--- src/rtl/hazard_unit_pkg.sv ---
// ============================================================================
//  Package     : hazard_defs
//  Description : Shared constants and helpers for the 5-stage ARM hazard unit.
//                Holds the operand-forwarding select encodings, the multiply
//                interlock FSM state encodings, the PC register index and a
//                forwarding-select helper function.
//  Revision    : 1.0 - initial release
// ============================================================================
`default_nettype none

package hazard_defs;

  // Operand-forwarding select encodings driven on ForwardAE/ForwardBE
  localparam logic [1:0] FWD_RF = 2'b00;  // operand from register file
  localparam logic [1:0] FWD_W  = 2'b01;  // operand from ResultW
  localparam logic [1:0] FWD_M  = 2'b10;  // operand from ALUOutM

  // Multiply interlock FSM states
  localparam logic S_IDLE = 1'b0;
  localparam logic S_BUSY = 1'b1;

  // R15 reads return PC+8 from the regfile path, so it is never forwarded
  localparam logic [3:0] PC_REG = 4'd15;

  // Forwarding select for one Execute source operand. Memory wins over
  // Writeback because it holds the younger producer.
  function automatic logic [1:0] fwd_sel(
    input logic [3:0] ra,
    input logic       wr_m,
    input logic [3:0] wa_m,
    input logic       wr_w,
    input logic [3:0] wa_w
  );
    logic [1:0] sel;
    sel = FWD_RF;
    if (ra != PC_REG) begin
      if (wr_m && (ra == wa_m)) begin
        sel = FWD_M;
      end else if (wr_w && (ra == wa_w)) begin
        sel = FWD_W;
      end
    end
    return sel;
  endfunction

endpackage

`default_nettype wire

--- src/rtl/hazard_unit_mul_interlock.sv ---
// ============================================================================
//  Module      : mul_interlock
//  Description : Multi-cycle multiply interlock. Holds a MUL/MLA in Execute
//                for MUL_CYCLES cycles by raising mulstall for MUL_CYCLES-1
//                cycles. A retiring PC write (Kill) aborts the interlock.
//  Ports       : clk       - clock, rising edge
//                reset     - asynchronous active-high reset
//                MulOpE    - Execute holds a MUL/MLA
//                Kill      - PC write retiring in Writeback (aborts)
//                mulstall  - hold Execute / insert bubble into Memory
//                MulBusyE  - FSM is in BUSY
//  Revision    : 1.0 - initial release
// ============================================================================
`default_nettype none

module mul_interlock
  import hazard_defs::*;
#(
  parameter int MUL_CYCLES = 3,
  parameter int CNT_W      = 4
) (
  input  logic clk,
  input  logic reset,
  input  logic MulOpE,
  input  logic Kill,
  output logic mulstall,
  output logic MulBusyE
);

  // With a single-cycle multiply there is nothing to interlock
  localparam bit MUL_EN = (MUL_CYCLES > 1);
  // First IDLE cycle stalls, then BUSY counts down from MUL_CYCLES-2 to 0
  localparam logic [CNT_W-1:0] CNT_INIT =
    (MUL_CYCLES > 1) ? CNT_W'(MUL_CYCLES - 2) : '0;

  logic             state_q, state_d;
  logic [CNT_W-1:0] cnt_q, cnt_d;
  logic             stall_w;

  always_comb begin
    state_d = state_q;
    cnt_d   = cnt_q;
    stall_w = 1'b0;
    if (Kill) begin
      // The multiply is younger than the retiring PC write and must die
      state_d = S_IDLE;
      cnt_d   = '0;
    end else if (state_q == S_IDLE) begin
      if (MulOpE && MUL_EN) begin
        stall_w = 1'b1;
        state_d = S_BUSY;
        cnt_d   = CNT_INIT;
      end
    end else begin
      if (cnt_q == '0) begin
        // Release: multiply leaves Execute on this edge
        state_d = S_IDLE;
      end else begin
        stall_w = 1'b1;
        cnt_d   = cnt_q - CNT_W'(1);
      end
    end
  end

  always_ff @(posedge clk or posedge reset) begin
    if (reset) begin
      state_q <= S_IDLE;
      cnt_q   <= '0;
    end else begin
      state_q <= state_d;
      cnt_q   <= cnt_d;
    end
  end

  // State is already IDLE under reset, but a MulOpE seen in IDLE would still
  // raise the stall combinationally, so gate it explicitly.
  assign mulstall = stall_w & ~reset;
  assign MulBusyE = (state_q == S_BUSY);

endmodule

`default_nettype wire

--- src/rtl/hazard_unit.sv ---
// ============================================================================
//  Module      : hazard_unit
//  Description : Pipeline hazard/interlock unit for the 5-stage ARM core.
//                Produces operand-forwarding selects, stage stalls and
//                flushes, including a multi-cycle multiply interlock.
//  Ports       : clk, reset                 - clock / async active-high reset
//                RA1D, RA2D                 - Decode source registers
//                RA1E, RA2E                 - Execute source registers
//                WA3E, WA3M, WA3W           - destination register per stage
//                RegWriteE/M/W              - register write enable per stage
//                MemtoRegE                  - Execute holds a load
//                PCWrPendingF               - PC write in flight in D/E/M
//                PCSrcW                     - PC write retiring in Writeback
//                BranchTakenD               - taken branch resolved in Decode
//                MulOpE                     - Execute holds MUL/MLA
//                ForwardAE, ForwardBE       - operand forwarding selects
//                StallF, StallD, StallE     - hold pipeline registers
//                FlushD, FlushE, FlushM     - clear pipeline registers
//                MulBusyE                   - multiply interlock in BUSY
//  Revision    : 1.0 - initial release
// ============================================================================
`default_nettype none

module hazard_unit
  import hazard_defs::*;
#(
  parameter int MUL_CYCLES = 3,
  parameter int CNT_W      = 4
) (
  input  logic       clk,
  input  logic       reset,
  input  logic [3:0] RA1D,
  input  logic [3:0] RA2D,
  input  logic [3:0] RA1E,
  input  logic [3:0] RA2E,
  input  logic [3:0] WA3E,
  input  logic [3:0] WA3M,
  input  logic [3:0] WA3W,
  input  logic       RegWriteE,
  input  logic       RegWriteM,
  input  logic       RegWriteW,
  input  logic       MemtoRegE,
  input  logic       PCWrPendingF,
  input  logic       PCSrcW,
  input  logic       BranchTakenD,
  input  logic       MulOpE,
  output logic [1:0] ForwardAE,
  output logic [1:0] ForwardBE,
  output logic       StallF,
  output logic       StallD,
  output logic       StallE,
  output logic       FlushD,
  output logic       FlushE,
  output logic       FlushM,
  output logic       MulBusyE
);

  logic w_ldrstall;
  logic w_mulstall;

  mul_interlock #(
    .MUL_CYCLES (MUL_CYCLES),
    .CNT_W      (CNT_W)
  ) u_mul_interlock (
    .clk      (clk),
    .reset    (reset),
    .MulOpE   (MulOpE),
    .Kill     (PCSrcW),
    .mulstall (w_mulstall),
    .MulBusyE (MulBusyE)
  );

  assign ForwardAE = fwd_sel(RA1E, RegWriteM, WA3M, RegWriteW, WA3W);
  assign ForwardBE = fwd_sel(RA2E, RegWriteM, WA3M, RegWriteW, WA3W);

  // Load result is not available until Memory; a dependent in Decode waits
  assign w_ldrstall = MemtoRegE & RegWriteE & ((RA1D == WA3E) | (RA2D == WA3E));

  // All stalls are forced low while reset is held
  assign StallE = w_mulstall;
  assign StallD = (w_ldrstall | w_mulstall) & ~reset;
  assign StallF = (w_ldrstall | w_mulstall | PCWrPendingF) & ~reset;

  // While Execute is held by a multiply, Memory receives bubbles
  assign FlushM = w_mulstall;
  // A branch in Decode is deferred while Decode is stalled
  assign FlushD = PCWrPendingF | PCSrcW | (BranchTakenD & ~StallD);
  // Execute cannot take a bubble while the multiply occupies it, except
  // when a retiring PC write kills the multiply
  assign FlushE = PCSrcW | ((w_ldrstall | BranchTakenD) & ~w_mulstall);

endmodule

`default_nettype wire

--- config.mk ---
export PLATFORM = sky130hd
export DESIGN_NAME = hazard_unit
export DESIGN_NICKNAME = d
export VERILOG_FILES = /design/src/rtl/hazard_unit_pkg.sv /design/src/rtl/hazard_unit_mul_interlock.sv /design/src/rtl/hazard_unit.sv
export SDC_FILE = /design/constraint.sdc
export NUM_CORES = 1
export LEC_CHECK = 0
export CORE_ASPECT_RATIO = 1.5
export CORE_MARGIN = 5
export CORE_UTILIZATION = 31
export DETAILED_ROUTE_END_ITERATION = 10
export GPL_TIMING_DRIVEN = 0
export PLACE_DENSITY = 0.84
export SYNTH_ARGS = -nofsm -noshare
export SYNTH_HDL_FRONTEND = slang
export SYNTH_HIERARCHICAL = 1
export SYNTH_SLANG_ARGS = --single-unit
--- constraint.sdc ---
create_clock -name clk -period 2.15 [get_ports clk]
set_input_delay 0.43 -clock clk [delete_from_list [all_inputs] [get_ports clk]]
set_output_delay 0.43 -clock clk [all_outputs]
set_load 0.03 [all_outputs]
; Word level (Yosys, flattened, before mapping)
; Cells that the tools add are included.
[totals]
ff_bits = 5
in_bits = 38
elab_cells = 50
[classes]
add_sub_neg = 1
eq_ne = 9
mux = 14
bitwise_logic = 17
reduce_logical = 7
[ops]
columns = operator, count
row1 = $eq A4 B4 Y1, 6
row2 = $mux W4, 4
row3 = $mux W2, 4
row4 = $ne A4 B4 Y1 const B, 2
row5 = $and A1 B1 Y1, 7
row6 = $or A1 B1 Y1, 7
row7 = $mux W1, 6
row8 = $logic_and A1 B1 Y1, 4
row9 = $logic_not A4 Y1, 1
row10 = $sub A4 B1 Y4 const B, 1
row11 = $ne A3 B3 Y1 const B, 1
row12 = $not A1 Y1, 3
row13 = $reduce_bool A3 Y1, 1
row14 = $reduce_and A2 Y1, 1

; Depth between registers and ports, before layout
; Gate-level depths: netlist of the first run.
[depth]
word_depth = 10
mapped_depth = 8
ltp_nobuf = 8

; Hierarchy
; Netlist of the first run, hierarchy kept.
[modules_own_cells]
columns = module, instances, cells_each, area_each_um2, seq_area_each_um2
row1 = hazard_unit, 1, 54, 401.6, 0.0
row2 = mul_interlock, 1, 30, 309.0, 125.1

; Least setup slack after synthesis of the first run
; OpenSTA, ideal clock, no wires.
[synth_timing]
path_type = register to output
start = reg u_mul_interlock.cnt_q[0]
end = out FlushD
arrival_time_ns = 2.373
path_slack_ns = -0.653
stages_incl_launch_ff = 9
n_path_buf = 0
cell_sequence = dfrtp_1 -> inv_1 -> ha_1 -> nand4bb_2 -> nand2_1 -> nor3_1 -> nand2b_1 -> a211o_1 -> o21a_1
[synth_via]
elab_chain_len = 10
[synth_lines]
columns = item, line_no
row1 = from (decl), hazard_unit_mul_interlock.sv:37  ; logic [CNT_W-1:0] cnt_q, cnt_d;
row2 = from (signal assigned), hazard_unit_mul_interlock.sv:71  ; cnt_q <= cnt_d;
row3 = $logic_not A4 Y1, hazard_unit_mul_interlock.sv:55  ; if (cnt_q == '0) begin
row4 = $mux W1, hazard_unit_mul_interlock.sv:55
row5 = $mux W1, hazard_unit_mul_interlock.sv:48  ; end else if (state_q == S_IDLE) begin
row6 = $mux W1, hazard_unit_mul_interlock.sv:44  ; if (Kill) begin
row7 = $and A1 B1 Y1, hazard_unit_mul_interlock.sv:77  ; assign mulstall = stall_w & ~reset;
row8 = named net FlushM, hazard_unit.sv:54  ; output logic FlushM,
row9 = $or A1 B1 Y1, hazard_unit.sv:81  ; assign StallD = (w_ldrstall | w_mulstall) & ~reset;
row10 = $and A1 B1 Y1, hazard_unit.sv:81
row11 = $not A1 Y1, hazard_unit.sv:87  ; assign FlushD = PCWrPendingF | PCSrcW | (BranchTakenD & ~StallD);
row12 = $and A1 B1 Y1, hazard_unit.sv:87
row13 = $or A1 B1 Y1, hazard_unit.sv:87
row14 = to (decl), hazard_unit.sv:52  ; output logic FlushD,
; The timed path passes the listed nets, and every way through them passes these cells.

; Worst setup path in the final report of the first run
[layout_timing]
start = reg u_mul_interlock.cnt_q[1]
end = out FlushD
[layout_via]
elab_chain_len = 10
[layout_lines]
columns = item, line_no
row1 = $logic_not A4 Y1, hazard_unit_mul_interlock.sv:55
row2 = $mux W1, hazard_unit_mul_interlock.sv:55
row3 = $mux W1, hazard_unit_mul_interlock.sv:48
row4 = $mux W1, hazard_unit_mul_interlock.sv:44
row5 = $and A1 B1 Y1, hazard_unit_mul_interlock.sv:77
row6 = $or A1 B1 Y1, hazard_unit.sv:81
row7 = $and A1 B1 Y1, hazard_unit.sv:81
row8 = $not A1 Y1, hazard_unit.sv:87
row9 = $and A1 B1 Y1, hazard_unit.sv:87
row10 = $or A1 B1 Y1, hazard_unit.sv:87
; No other way between the ends.

==> Flow_metrics.wiki, run 1 <==
{| class="wikitable"
! Metric !! Value
|-
| Summed instance area of the synthesized netlist || 711 sq um
|-
| Die span in x || 49.1 um
|-
| Area occupied by registers || 125 sq um
|-
| Core outline area || 0.00221 sq mm
|-
| Routability congestion estimate from global placement || 0.850
|-
| Reg-to-reg setup timing slack || 610 ps
|-
| RSZ-0062 raised after global routing || true
|-
| Startpoint kind of the worst setup timing path || flip-flop
|-
| Cell area after placement || 0.00124 sq mm
|-
| Final number of hold-violating endpoints || 0
|-
| Mapped Cells || 84
|-
| Ys flop type || sky130_fd_sc_hd__dfrtp_1
|-
| Deepest level of the CTS H-tree || 1
|-
| Max Freq || 0.445 GHz
|-
| Total wirelength of the detailed-routed design || 2.60 mm
|-
| Final layout net count || 190
|-
| Number of antenna violations at the first check in global routing || 0
|-
| Count of synthesis-stage warnings from yosys || 6
|-
| Clock tree from TritonCTS || yes
|-
| Most used routing layer || met2
|-
| Finish-stage setup viols || 3
|-
| Critical-path top delay cell || sky130_fd_sc_hd__dfrtp_1
|-
| Crit Path Max Fanout || 4
|-
| Via count of the first global-routing pass || 1006
|-
| Buffer levels on the longest clock path || 2
|-
| CP cell instances || inv_2 -> ha_4 -> nand4bb_4 -> nand2_4 -> nor3_4 -> nand2b_1 -> a211o_1 -> o21a_1 -> buf_6
|-
| Detail-routed net length per standard cell || 15.1 um
|-
| Vias per cell || 5.28
|-
| Fin Clk Skew || 1.25 ps
|-
| Layout cell share with drive strength beyond 1 || 0.309
|-
| Latest clock arrival within the worst-skew pair || 240 ps
|-
| Utilization of the core after routing || 0.641
|-
| All-layer global routing usage || 0.162
|-
| CP peak stage delay || 370 ps
|-
| Wire length of the first global-routing pass || 4.25 mm
|-
| # Max-Cap Violations || 0
|-
| Part of the cycle the worst path needs || 1.05
|-
| R2r worst-path depth || 6
|-
| DRC viols || 0
|-
| Kind of end point of the critical path || output port
|-
| Sequential fraction of the synthesis area || 0.176
|-
| WP data required || 1720 ps
|-
| Unique masters post-synth || 29
|-
| Post-Route Setup TNS || -155 ps
|-
| Share of Yosys cell area claimed by the top area cell type || 0.176
|-
| Initial standard-cell utilization of the core || 0.322
|-
| Most common cell in the synthesized netlist || sky130_fd_sc_hd__xnor2_1
|-
| Worst-Margin Slew || 521 ps
|-
| Number of filler cells placed in the layout || 200
|-
| Port Buffer Count || 48
|-
| Top cell type by total area after synthesis || sky130_fd_sc_hd__dfrtp_1
|-
| Clock buffers created by TritonCTS || 3
|-
| Final worst setup slack || -99.4 ps
|-
| Met1 usage in global routing || 0.119
|-
| R2R Path Start || u_mul_interlock/cnt_q[0]
|-
| Total via count in the routed design || 909
|-
| Site Rows || 21
|-
| Top cells by instance count after synthesis || sky130_fd_sc_hd__xnor2_1 (12), sky130_fd_sc_hd__xor2_1 (10), sky130_fd_sc_hd__inv_1 (7)
|-
| Share of flip-flops with an asynchronous set or reset || 1.00
|-
| Post-synthesis area per instance || 8.46 sq um
|-
| Leakage power || 0.662 nW
|-
| Worst-case hold slack || 391 ps
|-
| CP Class || reg -> out
|-
| Crit path DAT || 1820 ps
|-
| Met2 layer usage reported by global route || 0.350
|-
| Class of the worst hold path || in -> async
|-
| Violations in the final reports || negative setup slack
|-
| Post-synth net total || 124
|-
| Buffer cell driving the clock tree root || sky130_fd_sc_hd__clkbuf_4
|-
| Number of placed instances, taps included || 155
|-
| Final cell count without fillers || 172
|-
| Number of detailed-route iterations in the first pass || 4
|-
| Pin count of the biggest net entering global routing || 11
|-
| Maximum ir drop on the vdd rail || 0.206 mV
|-
| Boundary Pins || 49
|-
| Diode count || 0
|-
| Grt met3 use || 0.0559
|-
| Max-slew violation count || 0
|-
| Slew headroom || 0.652
|-
| DRC marker count from the first detailed-route iteration || 7
|-
| Antenna Violating Nets Remaining || 0
|-
| Clock-pin slew reported for the worst setup and hold paths after clock tree synthesis || 40 ps
|-
| Clock sink count || 5
|-
| Area of combinational cells with multiple inputs || 654 sq um
|-
| Post-layout min period || 2250 ps
|-
| Synthesis-to-finish area growth || 99.1%
|-
| Reg-to-reg endpoint || u_mul_interlock/cnt_q[2]
|-
| Count of state elements after synthesis || 5
|-
| Die height || 68.6 um
|-
| Area of all placed cells without fillers || 0.00142 sq mm
|-
| Top post-synthesis cells by area || sky130_fd_sc_hd__dfrtp_1 (18%), sky130_fd_sc_hd__xnor2_1 (15%), sky130_fd_sc_hd__xor2_1 (12%)
|-
| Cell area power density || 369 mW/mm^2
|-
| GRT Residual Overflow || 0
|-
| Overall die area || 0.00337 sq mm
|-
| Status || finished with violations
|-
| Post-detail-place hpwl || 1.95 mm
|-
| Number of flops mapped to enable cells by yosys || 0
|}
-- critical path: cells and delay by family (launching register included) --
kind	cells	cell delay, ps
buffers and inverters	2	200
DFF	1	370
AOI/OAI and AO/OA	2	370
adders and majority gates	1	170
and+or+nand+nor	4	460
-- flip-flops by register name, indices dropped and copies added, names as in the netlist --
| signal | flops |
|---|---|
| u_mul_interlock/MulBusyE | 1 |
| u_mul_interlock/cnt_q | 4 |
-- timing repair --
action | in CTS | in global routing
endpoints found under the hold margin | 0 | 0
gates resized for setup | 91 | 18
hold buffers | 0 | 0
buffers inserted | 11 | 3
setup endpoints to repair | 10 | 9
pin swaps | 11 | 11
-- worst max path at each step --
stage / start / endpoint / depth (start not counted)
2_1_floorplan: u_mul_interlock/cnt_q[0] / FlushD / 8
3_3_place_gp: PCSrcW / FlushD / 6
3_5_place_dp: PCSrcW / FlushD / 6
4_1_cts: u_mul_interlock/cnt_q[1] / FlushD / 9
5_1_grt: u_mul_interlock/cnt_q[1] / FlushD / 9
6_report: u_mul_interlock/cnt_q[1] / FlushD / 9
-- cell type report --
type / count / area share
sequential: 5 / 0.0884
buffer: 1 / 0.00531
inverter: 7 / 0.0186
multi-input combinational: 71 / 0.462
clock buffer: 4 / 0.0186
timing repair buffer: 61 / 0.386
tap: 23 / 0.0203
-- placed cells by master, fill, tap and decap left out, types with 2 or more instances in the layout --
| cell | synthesis | layout |
|---|---|---|
| sky130_fd_sc_hd__clkbuf_2 | 0 | 2 |
| sky130_fd_sc_hd__dfrtp_1 | 5 | 5 |
| sky130_fd_sc_hd__o31ai_2 | 0 | 2 |
| sky130_fd_sc_hd__buf_4 | 1 | 18 |
| sky130_fd_sc_hd__xor2_1 | 10 | 10 |
| sky130_fd_sc_hd__dlymetal6s2s_1 | 0 | 6 |
| sky130_fd_sc_hd__nor4_4 | 0 | 2 |
| sky130_fd_sc_hd__nand2_1 | 4 | 3 |
| sky130_fd_sc_hd__nor3_1 | 4 | 3 |
| sky130_fd_sc_hd__inv_2 | 0 | 2 |
| sky130_fd_sc_hd__nand4_1 | 2 | 2 |
| sky130_fd_sc_hd__clkdlybuf4s15_1 | 0 | 2 |
| sky130_fd_sc_hd__a21o_1 | 3 | 3 |
| sky130_fd_sc_hd__nand3_1 | 4 | 4 |
| sky130_fd_sc_hd__o21a_1 | 5 | 5 |
| sky130_fd_sc_hd__clkdlybuf4s50_1 | 0 | 11 |
| sky130_fd_sc_hd__clkbuf_4 | 0 | 3 |
| sky130_fd_sc_hd__dlygate4sd2_1 | 0 | 17 |
| sky130_fd_sc_hd__buf_2 | 0 | 2 |
| sky130_fd_sc_hd__buf_6 | 0 | 3 |
| sky130_fd_sc_hd__inv_1 | 7 | 5 |
| sky130_fd_sc_hd__nand2b_1 | 3 | 3 |
| sky130_fd_sc_hd__xnor2_1 | 12 | 12 |
-- cells by family (layout without fill, tap and decap cells) --
kind of cell             Yosys count  in the layout  synth area share
AND/OR/NAND/NOR                   27             27             0.239
XOR/XNOR                          22             22             0.271
AO/OA/AOI/OAI                     20             20             0.231
buffers and inverters              8             73            0.0475
flip-flops                         5              5             0.176
adder cells (fa/ha/maj)            2              2            0.0352
-- power by group --
group          internal (W)  switching (W)
Combinational      0.000158       0.000147
Sequential         0.000103      0.0000105
Clock             0.0000699      0.0000349
-- metrics by stage --
stage          total power, W  worst slack (ps)
2_1_floorplan        0.000244              -116
3_3_place_gp         0.000367              -816
3_5_place_dp         0.000373              -850
4_1_cts              0.000506              -149
5_1_grt              0.000562              -215
6_report             0.000523             -99.4
-- layer usage --
layer  up-vias  routed length [um]
li1        437                   -
met1       417                 801
met2        51                1480
met3         4                 268
met4         0                  52
met5         -                   0
Power figures use the tool's default switching activity.
==> run 2: changes to the inputs <==
Settings changed: ABC_AREA from default to 1, CORE_ASPECT_RATIO 1.5 to default, CORE_UTILIZATION 31 to 55, DONT_BUFFER_PORTS from default to 1, PLACE_DENSITY 0.84 to 0.82.
==> run 2 against run 1 <==
  * The flow still finishes with violations (negative setup slack)
  * Sequential power hardly changed
  * Clock power hardly changed
  * Power is 18% lower
  * Critical path depth is 3 higher
  * Routed wire length is 15% lower
  * Global-route usage is 2.4 points higher
  * Combinational power is 32% lower
  * Die area is 29% lower
  * Maximum frequency is 2.9% higher
  * First-iteration DRC count grew to 4.4 times the previous value
  * Worst setup slack better by 62 ps
  * Via count is 1.7% higher
  * Critical path type unchanged
  * Critical endpoint unchanged
  * Largest cell class unchanged
==> Flow_metrics.wiki, run 2 <==
{| class="wikitable"
! Metric !! Value
|-
| Final number of hold-violating endpoints || 0
|-
| Status || finished with violations
|-
| Post-detail-place hpwl || 1.61 mm
|-
| Part of the cycle the worst path needs || 1.02
|-
| Post-layout min period || 2190 ps
|-
| Commonest non-fill, non-tap cell in the layout || sky130_fd_sc_hd__nand2_1
|-
| CP peak stage delay || 370 ps
|-
| Vias per cell || 5.05
|-
| Count of buffering cells on the critical path with inverters included || 3
|-
| Worst-Margin Slew || 946 ps
|-
| Diode count || 0
|-
| Pin count of the biggest net entering global routing || 7
|-
| WP data required || 1720 ps
|-
| CP Class || reg -> out
|-
| DRC viols || 0
|-
| CP cell instances || inv_2 -> ha_4 -> nand2_2 -> inv_2 -> nand2_4 -> nand3_4 -> nor2_4 -> inv_1 -> nand2_1 -> nand2_2 -> nand2_2 -> nand2_4
|-
| Register ranked first by flip-flop count || u_mul_interlock/cnt_q
|-
| Top cells by instance count after synthesis || sky130_fd_sc_hd__nand2_1 (48), sky130_fd_sc_hd__inv_1 (33), sky130_fd_sc_hd__nor2_1 (16)
|-
| Boundary Pins || 49
|-
| Die span in x || 48.8 um
|-
| Flip-flop count of the largest register after layout || 4
|-
| Top cell type by total area after synthesis || sky130_fd_sc_hd__nand2_1
|-
| Critical-path top delay cell || sky130_fd_sc_hd__dfrtp_1
|-
| Top post-synthesis cells by area || sky130_fd_sc_hd__nand2_1 (22%), sky130_fd_sc_hd__dfrtp_1 (15%), sky130_fd_sc_hd__inv_1 (15%)
|-
| Via count of the first global-routing pass || 862
|-
| Latest clock arrival within the worst-skew pair || 230 ps
|-
| Number of placed instances, taps included || 168
|-
| Most frequent cells in the layout || sky130_fd_sc_hd__nand2_1 (44), sky130_fd_sc_hd__inv_1 (29), sky130_fd_sc_hd__nor2_1 (15), sky130_fd_sc_hd__buf_4 (11), sky130_fd_sc_hd__nand3_1 (8)
|-
| Fin Clk Skew || 1.01 ps
|-
| Crit path DAT || 1760 ps
|-
| Clock buffers created by TritonCTS || 3
|-
| Crit path max-delay family || simple AND/OR/NAND/NOR gates
|-
| Wire length of the first global-routing pass || 3.61 mm
|-
| Post-synthesis area per instance || 5.43 sq um
|-
| Power consumption || 0.000428 W
|-
| Crit Path Max Fanout || 4
|-
| Share of Yosys cell area claimed by the top area cell type || 0.218
|-
| Number of filler cells placed in the layout || 127
|-
| Max Freq || 0.457 GHz
|-
| Area occupied by registers || 126 sq um
|-
| Violations in the final reports || negative setup slack
|-
| Number of flops mapped to enable cells by yosys || 0
|-
| Clock sink count || 5
|-
| Summed instance area of the synthesized netlist || 826 sq um
|-
| Port Buffer Count || 0
|-
| Antenna Violating Nets Remaining || 0
|-
| Max-slew violation count || 0
|-
| Clock-pin slew reported for the worst setup and hold paths after clock tree synthesis || 40 ps
|-
| Slew headroom || 0.368
|-
| Initial standard-cell utilization of the core || 0.561
|-
| Count of synthesis-stage warnings from yosys || 6
|-
| Final worst setup slack || -37.0 ps
|-
| Buffer cell driving the clock tree root || sky130_fd_sc_hd__clkbuf_4
|-
| Number of detailed-route iterations in the first pass || 4
|-
| Final cell count without fillers || 183
|-
| Total via count in the routed design || 924
|-
| Post-synth net total || 192
|-
| DRC marker count from the first detailed-route iteration || 31
|-
| Finish-stage setup viols || 2
|-
| Kind of end point of the critical path || output port
|-
| Class of the worst hold path || in -> reg
|-
| Routability congestion estimate from global placement || 0.822
|-
| Most common cell in the synthesized netlist || sky130_fd_sc_hd__nand2_1
|-
| RSZ-0062 raised after global routing || true
|-
| Clock tree from TritonCTS || yes
|-
| # Max-Cap Violations || 0
|-
| Maximum ir drop on the vdd rail || 0.360 mV
|-
| All-layer global routing usage || 0.186
|-
| Critical Path Most Common Cell || sky130_fd_sc_hd__nand2_2
|-
| Detail-routed net length per standard cell || 12.2 um
|-
| Core outline area || 0.00147 sq mm
|-
| Site Rows || 14
|-
| Total wirelength of the detailed-routed design || 2.23 mm
|-
| Cell area power density || 420 mW/mm^2
|-
| Area of combinational cells with multiple inputs || 603 sq um
|-
| Count of state elements after synthesis || 5
|-
| Unique masters post-synth || 24
|-
| Startpoint kind of the worst setup timing path || flip-flop
|-
| Die height || 48.8 um
|-
| GRT Residual Overflow || 0
|-
| Share of flip-flops with an asynchronous set or reset || 1.00
|-
| Sequential fraction of the synthesis area || 0.152
|-
| Number of antenna violations at the first check in global routing || 0
|-
| Leakage power || 0.596 nW
|-
| Layout cell share with drive strength beyond 1 || 0.216
|-
| Final layout net count || 208
|-
| Ys flop type || sky130_fd_sc_hd__dfrtp_1
|-
| Overall die area || 0.00238 sq mm
|-
| Deepest level of the CTS H-tree || 1
|-
| Synthesis-to-finish area growth || 23.3%
|-
| Buffer levels on the longest clock path || 2
|-
| Mapped Cells || 152
|}
-- run 2: cell count changes after synthesis, sizes merged, moves of 5 or more --
cell   change
nand2     +48
inv       +30
nor2      +15
xor2       -8
xnor2      -6
nand3      +5
o21a       -5
o21ai      +5
-- run 2: cell type report --
type / count / share of cell area
Buffer: 1 / 0.00737
Sequential cell: 5 / 0.124
Clock buffer: 4 / 0.0258
Timing Repair Buffer: 11 / 0.0835
Tap cell: 16 / 0.0197
Multi-Input combinational cell: 109 / 0.592
Inverter: 37 / 0.147
-- run 2: final timing paths --
check                                          from                        to  slack (ps)  cells past startpoint
setup / recovery           u_mul_interlock/cnt_q[1]                    FlushD         -40                     12
hold / removal                               PCSrcW  u_mul_interlock/cnt_q[0]         380                      3
setup reg to reg           u_mul_interlock/cnt_q[0]  u_mul_interlock/cnt_q[0]         820                     11
hold reg to reg            u_mul_interlock/cnt_q[3]  u_mul_interlock/cnt_q[3]         590                      2
max in group asynchronous                     reset  u_mul_interlock/MulBusyE        1430                      2
min in group asynchronous                     reset  u_mul_interlock/cnt_q[1]         540                      2
-- run 2: what timing repair did --
action / 4_1_cts / 5_1_grt
hold endpoints to repair: 5 / 0
buffers inserted: 7 / 3
pin swaps: 6 / 7
endpoints found under the setup margin: 5 / 3
hold buffers: 1 / 0
resized for setup: 16 / 1
-- run 2: through the flow --
step	TNS [ps]	setup WS, ps	cell area [sq um]	util	hold WS, ps
floorplan	0	87.1	828	-	209
global placement	-16.1	-13.4	848	0.577	223
detailed placement	-161	-72.6	848	0.577	228
CTS	-58.7	-37.8	991	0.673	369
global route	-328	-145	1020	0.692	384
finish	-47.6	-37.0	1020	0.692	380
-- run 2: cells by family (layout without fill, tap and decap cells) --
logic type      count (synthesis)  count (layout)  synth area share
simple gates                   87              87             0.468
flops                           5               5             0.152
fa+ha+maj                       2               2            0.0303
compound gates                 12              12            0.0788
xor+xnor                        8               8            0.0849
buf+inv                        38              53             0.186
-- run 2: where the power goes --
group,internal [W],switching [W]
combinational,0.0000906,0.000118
clock,0.0000699,0.0000347
sequential,0.000102,0.0000127
-- run 2: layer usage --
| metal | GRT usage | vias up | wire (um) | share of wire |
|---|---|---|---|---|
| li1 | - | 490 | - | - |
| met1 | 0.197 | 393 | 833 | 0.37 |
| met2 | 0.341 | 37 | 1220 | 0.55 |
| met3 | 0.0399 | 4 | 154 | 0.069 |
| met4 | 0.0897 | 0 | 23 | 0.010 |
| met5 | 0 | - | 0 | 0 |
-- run 2: tightest hold or removal path, cell delays in order --
cell and delay [ps]:
sky130_fd_sc_hd__inv_8 20, sky130_fd_sc_hd__nand3_1 70, sky130_fd_sc_hd__nand2_1 50
